### src/rtl/cpu6_alu_slice.sv
// Slice-serial ALU execute unit for cpu6: valid/ready in and out, SLICE_W bits per cycle.
// Define CPU6_ALU_FAST_EN to compute the whole operation in one cycle instead.

`ifndef CPU6_ALUCONTROL_SIZE
`define CPU6_ALUCONTROL_SIZE 3
`endif
`ifndef CPU6_ALUCONTROL_AND
`define CPU6_ALUCONTROL_AND 3'b000
`endif
`ifndef CPU6_ALUCONTROL_OR
`define CPU6_ALUCONTROL_OR 3'b001
`endif
`ifndef CPU6_ALUCONTROL_ADD
`define CPU6_ALUCONTROL_ADD 3'b010
`endif
`ifndef CPU6_ALUCONTROL_XOR
`define CPU6_ALUCONTROL_XOR 3'b100
`endif
`ifndef CPU6_ALUCONTROL_SUB
`define CPU6_ALUCONTROL_SUB 3'b110
`endif
`ifndef CPU6_ALUCONTROL_SLT
`define CPU6_ALUCONTROL_SLT 3'b111
`endif

module cpu6_alu_slice #(
    parameter int SLICE_W = 8
) (
    input  logic                             clk,
    input  logic                             reset,
    input  logic                             flush,
    input  logic                             in_valid,
    output logic                             in_ready,
    input  logic [`CPU6_ALUCONTROL_SIZE-1:0] alucontrol,
    input  logic [31:0]                      a,
    input  logic [31:0]                      b,
    output logic                             out_valid,
    input  logic                             out_ready,
    output logic [31:0]                      result,
    output logic                             zero
);

    localparam int CW = `CPU6_ALUCONTROL_SIZE;

    typedef enum logic [1:0] {
        S_IDLE,
        S_BUSY,
        S_DONE
    } state_t;

    state_t state, state_next;
    logic   accept;

    assign in_ready  = ((state == S_IDLE) | ((state == S_DONE) & out_ready)) & ~flush;
    assign accept    = in_valid & in_ready;
    assign out_valid = (state == S_DONE);

    always_ff @(posedge clk or posedge reset) begin
        if (reset) state <= S_IDLE;
        else       state <= state_next;
    end

`ifdef CPU6_ALU_FAST_EN

    logic [31:0] fast_sum;
    logic [32:0] fast_diff;
    logic [31:0] fast_value;

    always_comb begin
        fast_sum   = a + b;
        fast_diff  = {1'b0, a} + {1'b0, ~b} + 33'd1;
        fast_value = 32'd0;
        case (alucontrol)
            `CPU6_ALUCONTROL_ADD: fast_value = fast_sum;
            `CPU6_ALUCONTROL_SUB: fast_value = fast_diff[31:0];
            `CPU6_ALUCONTROL_AND: fast_value = a & b;
            `CPU6_ALUCONTROL_OR:  fast_value = a | b;
            `CPU6_ALUCONTROL_XOR: fast_value = a ^ b;
            `CPU6_ALUCONTROL_SLT: fast_value = {31'd0, ~fast_diff[32]};
            default:              fast_value = 32'd0;
        endcase
    end

    always_comb begin
        state_next = state;
        if (flush) begin
            state_next = S_IDLE;
        end else begin
            case (state)
                S_IDLE:  if (accept) state_next = S_DONE;
                S_DONE: begin
                    if (accept)         state_next = S_DONE;
                    else if (out_ready) state_next = S_IDLE;
                end
                default: state_next = S_IDLE;
            endcase
        end
    end

    always_ff @(posedge clk or posedge reset) begin
        if (reset) begin
            result <= 32'd0;
            zero   <= 1'b0;
        end else if (accept) begin
            result <= fast_value;
            zero   <= (fast_value == 32'd0);
        end
    end

`else

    localparam int N    = 32 / SLICE_W;
    localparam int CNTW = (N > 1) ? $clog2(N) : 1;

    logic [31:0]      op_a, op_b, acc, acc_merged, final_value;
    logic [CW-1:0]    op_ctl;
    logic [CNTW-1:0]  cnt;
    logic             carry, last_slice, op_is_sub;
    logic [SLICE_W-1:0] a_sl, b_sl, b_eff, slice_res;
    logic [SLICE_W:0]   slice_sum;
    int               base;

    function automatic logic needs_sub(input logic [CW-1:0] ctl);
        return (ctl == `CPU6_ALUCONTROL_SUB) || (ctl == `CPU6_ALUCONTROL_SLT);
    endfunction

    // One slice of the datapath; acc_merged is the accumulator with this cycle's slice folded in.
    always_comb begin
        base       = int'(cnt) * SLICE_W;
        last_slice = (cnt == CNTW'(N - 1));
        op_is_sub  = needs_sub(op_ctl);
        a_sl       = op_a[base +: SLICE_W];
        b_sl       = op_b[base +: SLICE_W];
        b_eff      = op_is_sub ? ~b_sl : b_sl;
        slice_sum  = {1'b0, a_sl} + {1'b0, b_eff} + {{SLICE_W{1'b0}}, carry};
        slice_res  = '0;
        case (op_ctl)
            `CPU6_ALUCONTROL_AND: slice_res = a_sl & b_sl;
            `CPU6_ALUCONTROL_OR:  slice_res = a_sl | b_sl;
            `CPU6_ALUCONTROL_XOR: slice_res = a_sl ^ b_sl;
            default:              slice_res = slice_sum[SLICE_W-1:0];
        endcase
        acc_merged = acc;
        acc_merged[base +: SLICE_W] = slice_res;
        final_value = 32'd0;
        case (op_ctl)
            `CPU6_ALUCONTROL_ADD,
            `CPU6_ALUCONTROL_SUB,
            `CPU6_ALUCONTROL_AND,
            `CPU6_ALUCONTROL_OR,
            `CPU6_ALUCONTROL_XOR: final_value = acc_merged;
            `CPU6_ALUCONTROL_SLT: final_value = {31'd0, ~slice_sum[SLICE_W]};
            default:              final_value = 32'd0;
        endcase
    end

    always_comb begin
        state_next = state;
        if (flush) begin
            state_next = S_IDLE;
        end else begin
            case (state)
                S_IDLE:  if (accept) state_next = S_BUSY;
                S_BUSY:  if (last_slice) state_next = S_DONE;
                S_DONE: begin
                    if (accept)         state_next = S_BUSY;
                    else if (out_ready) state_next = S_IDLE;
                end
                default: state_next = S_IDLE;
            endcase
        end
    end

    // The visible result only moves on the final slice; acc carries the partial work.
    always_ff @(posedge clk or posedge reset) begin
        if (reset) begin
            op_a   <= 32'd0;
            op_b   <= 32'd0;
            op_ctl <= '0;
            cnt    <= '0;
            carry  <= 1'b0;
            acc    <= 32'd0;
            result <= 32'd0;
            zero   <= 1'b0;
        end else if (!flush) begin
            if (accept) begin
                op_a   <= a;
                op_b   <= b;
                op_ctl <= alucontrol;
                cnt    <= '0;
                carry  <= needs_sub(alucontrol);
            end else if (state == S_BUSY) begin
                acc   <= acc_merged;
                cnt   <= cnt + 1'b1;
                carry <= slice_sum[SLICE_W];
                if (last_slice) begin
                    result <= final_value;
                    zero   <= (final_value == 32'd0);
                end
            end
        end
    end

`endif

endmodule

### config.mk
export PLATFORM = sky130hd
export DESIGN_NAME = cpu6_alu_slice
export DESIGN_NICKNAME = d
export VERILOG_FILES = /design/src/rtl/cpu6_alu_slice.sv
export SDC_FILE = /design/constraint.sdc
export NUM_CORES = 1
export LEC_CHECK = 0
export CORE_ASPECT_RATIO = 0.9
export CORE_MARGIN = 2
export CORE_UTILIZATION = 55
export DETAILED_ROUTE_END_ITERATION = 10
export PLACE_DENSITY = 0.89
export SLEW_MARGIN = 40
export SYNTH_ARGS = -nofsm -noshare
export SYNTH_HDL_FRONTEND = slang
export SYNTH_SLANG_ARGS = --single-unit
### constraint.sdc
create_clock -name clk -period 5.88 [get_ports clk]
set_clock_uncertainty 0.05 [all_clocks]
set_input_delay 1.176 -clock clk [delete_from_list [all_inputs] [get_ports clk]]
set_output_delay 1.176 -clock clk [all_outputs]
set_load 0.01 [all_outputs]
==> results.sh <==
export IMPL_slowest_delay_ns=0.69
export IMPL_drv_slew=0
export IMPL_rsz0062_at_grt="no"
export IMPL_post_drt_wl_per_cell_microns=20.7
export IMPL_setup_viol=0
export IMPL_vias=5794
export IMPL_path_delay_family="compound AO/OA/AOI/OAI gates"
export IMPL_ys_seq_area_share_pct=47.0
export IMPL_crit_fanout=13
export IMPL_dp_cells=893
export IMPL_synthArstFlopShare_pct=100
export IMPL_period_needed_ns=4.65
export IMPL_dr_pass1_iters=5
export IMPL_finalWeightedCongestion=0.996
export IMPL_antenna_found_initial=0
export IMPL_period_share_pct=79.0
export IMPL_cp_num_buf_inv=2
export IMPL_ys_seq_elements=137
export IMPL_fin_ws_ns=1.23
export IMPL_track_usage_pct=27.8
export IMPL_drtIter0Drc=749
export IMPL_reg2reg_to="zero$_DFFE_PP0P_"
export IMPL_syn_nets=752
export IMPL_setup_tns_ns=0
export IMPL_syn_to_final_growth_pct=23.9
export IMPL_endpoint_kind="flip-flop"
export IMPL_yosysWarnings=0
export IMPL_syn_inst=649
export IMPL_die_area_sq_mm=0.0142
export IMPL_vias_per_cell=6.27
export IMPL_cts_root_buffer="clkbuf_16"
export IMPL_critical_path_endpoint="zero$_DFFE_PP0P_"
export IMPL_core_sq_mm=0.0128
export IMPL_avgSynthCellArea_sq_um=11.2
export IMPL_clk_pin_slew_worst_paths_ns=0.06
export IMPL_fin_cells=924
export IMPL_mostFrequentLayoutCells="dfrtp_1, clkdlybuf4s50_1, mux2_2"
export IMPL_drtAntennaViolNets=0
export IMPL_fin_area_sq_mm=0.00904
export IMPL_h_tree_depth=4
export IMPL_die_w_microns=125
export IMPL_cts_repair_resized=0
export IMPL_path_class="reg -> reg"
export IMPL_worst_r2r_cell_count=13
export IMPL_n_antenna_cell=0
export IMPL_drv_cap=0
export IMPL_status="finished clean"
export IMPL_crit_arrival_ns=4.91
export IMPL_final_common_cell="dfrtp_1"
export IMPL_r2r_slack_ns=1.23
export IMPL_crit_cells=13
export IMPL_initial_core_util_pct=56.9
export IMPL_placed_area_sq_mm=0.00843
export IMPL_nets=851
export IMPL_crit_path_start_kind="flip-flop"
export IMPL_holdWs_ns=0.425
export IMPL_postCtsSetupBuffers=0
export IMPL_pre_cts_ws_ns=1.49
export IMPL_slew_limit_headroom_pct=44.4
export IMPL_worstMarginPinSlew_ns=0.813
export IMPL_crit_slowest_cell="dfrtp_1"
export IMPL_critical_path_cell_chain="buf_4 > mux4_2 > xor2_1 > fa_1 > inv_1 > fa_1 > a211oi_1 > nor3b_1 > mux2i_1 > a211oi_2 > a2111oi_0 > o31ai_1 > o31ai_1"
export IMPL_cts_hold_buffers=0
export IMPL_synthesis_area_sq_mm=0.00730
export IMPL_grt_pass1_vias=5900
export IMPL_numCtsBuffers=17
export IMPL_rows=39
export IMPL_chipHeight_microns=113
export IMPL_leakagePower_nw=3.79
export IMPL_power_density_mw_per_mm2=473
export IMPL_clk_latency_ns=0.43
export IMPL_drive_gt1_share_pct=19.7
export IMPL_hold_violations=0
export IMPL_synth_flop_cell="dfrtp_1"
export IMPL_drc=0
export IMPL_hold_path_class="reg -> reg"
export IMPL_grt_first_pass_wirelength_mm=30.8
export IMPL_cp_startpoint="cnt[0]$_DFFE_PP0P_"
export IMPL_cts_tree="done"
export IMPL_port_buffers=106
export IMPL_io_pins=107
export IMPL_irDropWorstVdd_mv=0.304
export IMPL_dp_hpwl_mm=13.1
export IMPL_cts_sinks=137
export IMPL_clock_path_buffers=2
export IMPL_grt_max_degree=67
export IMPL_wirelength_mm=19.1
export IMPL_synth_edff_count=0
export IMPL_synthDistinctLibCells=66
export IMPL_crit_required_ns=6.14
export IMPL_num_fill_cells=832
export IMPL_r2r_start="cnt[0]$_DFFE_PP0P_"
export IMPL_overflow=0
export IMPL_fmax_mhz=215
==> synthesized netlist by cell type, types with 4 or more instances <==
cell type / number / share of area, %
ha_1: 29 / 5.0
nand2_1: 69 / 3.5
nor2_1: 25 / 1.3
inv_1: 30 / 1.5
buf_2: 8 / 0.55
o31ai_1: 5 / 0.51
xnor2_1: 8 / 0.96
buf_6: 5 / 0.77
a21oi_1: 25 / 1.7
nor4_1: 5 / 0.43
clkbuf_1: 15 / 0.77
a22o_2: 4 / 0.55
a31oi_1: 4 / 0.34
nand3_1: 6 / 0.41
nor3_1: 7 / 0.48
mux2_2: 70 / 11
nor2b_1: 10 / 0.86
o22ai_1: 5 / 0.43
a22o_1: 16 / 1.9
or3_1: 6 / 0.51
a22oi_1: 17 / 1.7
o21ai_0: 55 / 3.8
mux4_2: 16 / 4.9
dfrtp_1: 137 / 47
mux2i_1: 5 / 0.69
==> worst min path at each step <==
stage                                 startpoint                     end  slack (ns)  cells after the start
after floorplan              acc[19]$_DFFE_PP0P_     acc[19]$_DFFE_PP0P_        0.39                      2
after global placement    result[15]$_DFFE_PP0P_  result[15]$_DFFE_PP0P_        0.41                      2
after detailed placement  result[25]$_DFFE_PP0P_  result[25]$_DFFE_PP0P_        0.42                      2
after CTS                 result[14]$_DFFE_PP0P_  result[14]$_DFFE_PP0P_        0.43                      2
after global routing       result[8]$_DFFE_PP0P_   result[8]$_DFFE_PP0P_        0.45                      2
final                     result[11]$_DFFE_PP0P_  result[11]$_DFFE_PP0P_        0.43                      2
==> per-stage QoR <==
stage	power (mW)	utilization, %
final	4.28	70.5
after global routing	4.48	70.5
after CTS	4.21	70.3
after detailed placement	3.11	65.7
after global placement	3.03	65.6
after floorplan	2.59	-
==> layer usage <==
metal,global-route usage (%),part of all wire (%)
met5,0,0
met4,11.1,2.4
met3,6.43,8.4
met2,45.2,49
met1,36.4,40
==> flip-flops by register name, indices dropped and copies added, names as in the netlist <==
signal,cells
cnt,2
state,2
zero,1
result,32
acc,32
op_a,32
op_ctl,3
op_b,32
carry,1
==> cell families after synthesis <==
family,count (synthesis),synth area share (%)
compound gates,163,15.4
mux,92,16.6
fa+ha+maj,31,5.52
buf+inv,63,4.18
simple gates,153,10.1
xor+xnor,10,1.20
flops,137,47.0
==> worst min-delay path, stage by stage, from the launching register on <==
cell	delay [ns]
dfrtp_1	0.34
nand2_1	0.04
o21ai_0	0.06
==> layout make-up <==
cell class | instances | area, sq um | area share (%)
sequential | 137 | 3430 | 37.9
inverter | 31 | 119 | 1.31
clock inverter | 11 | 123 | 1.36
timing repair buffer | 112 | 1110 | 12.3
clock buffer | 20 | 467 | 5.16
multi-input combinational | 449 | 3590 | 39.7
tap | 164 | 205 | 2.27
==> report_power, final <==
group / internal, mW / switching, mW / total, mW / leakage, nW
logic: 0.799 / 1.16 / 1.95 / 1.76
clock network: 0.653 / 0.411 / 1.06 / 0.280
registers: 1.11 / 0.149 / 1.26 / 1.75
No activity file was read; power rests on OpenSTA's default activity.
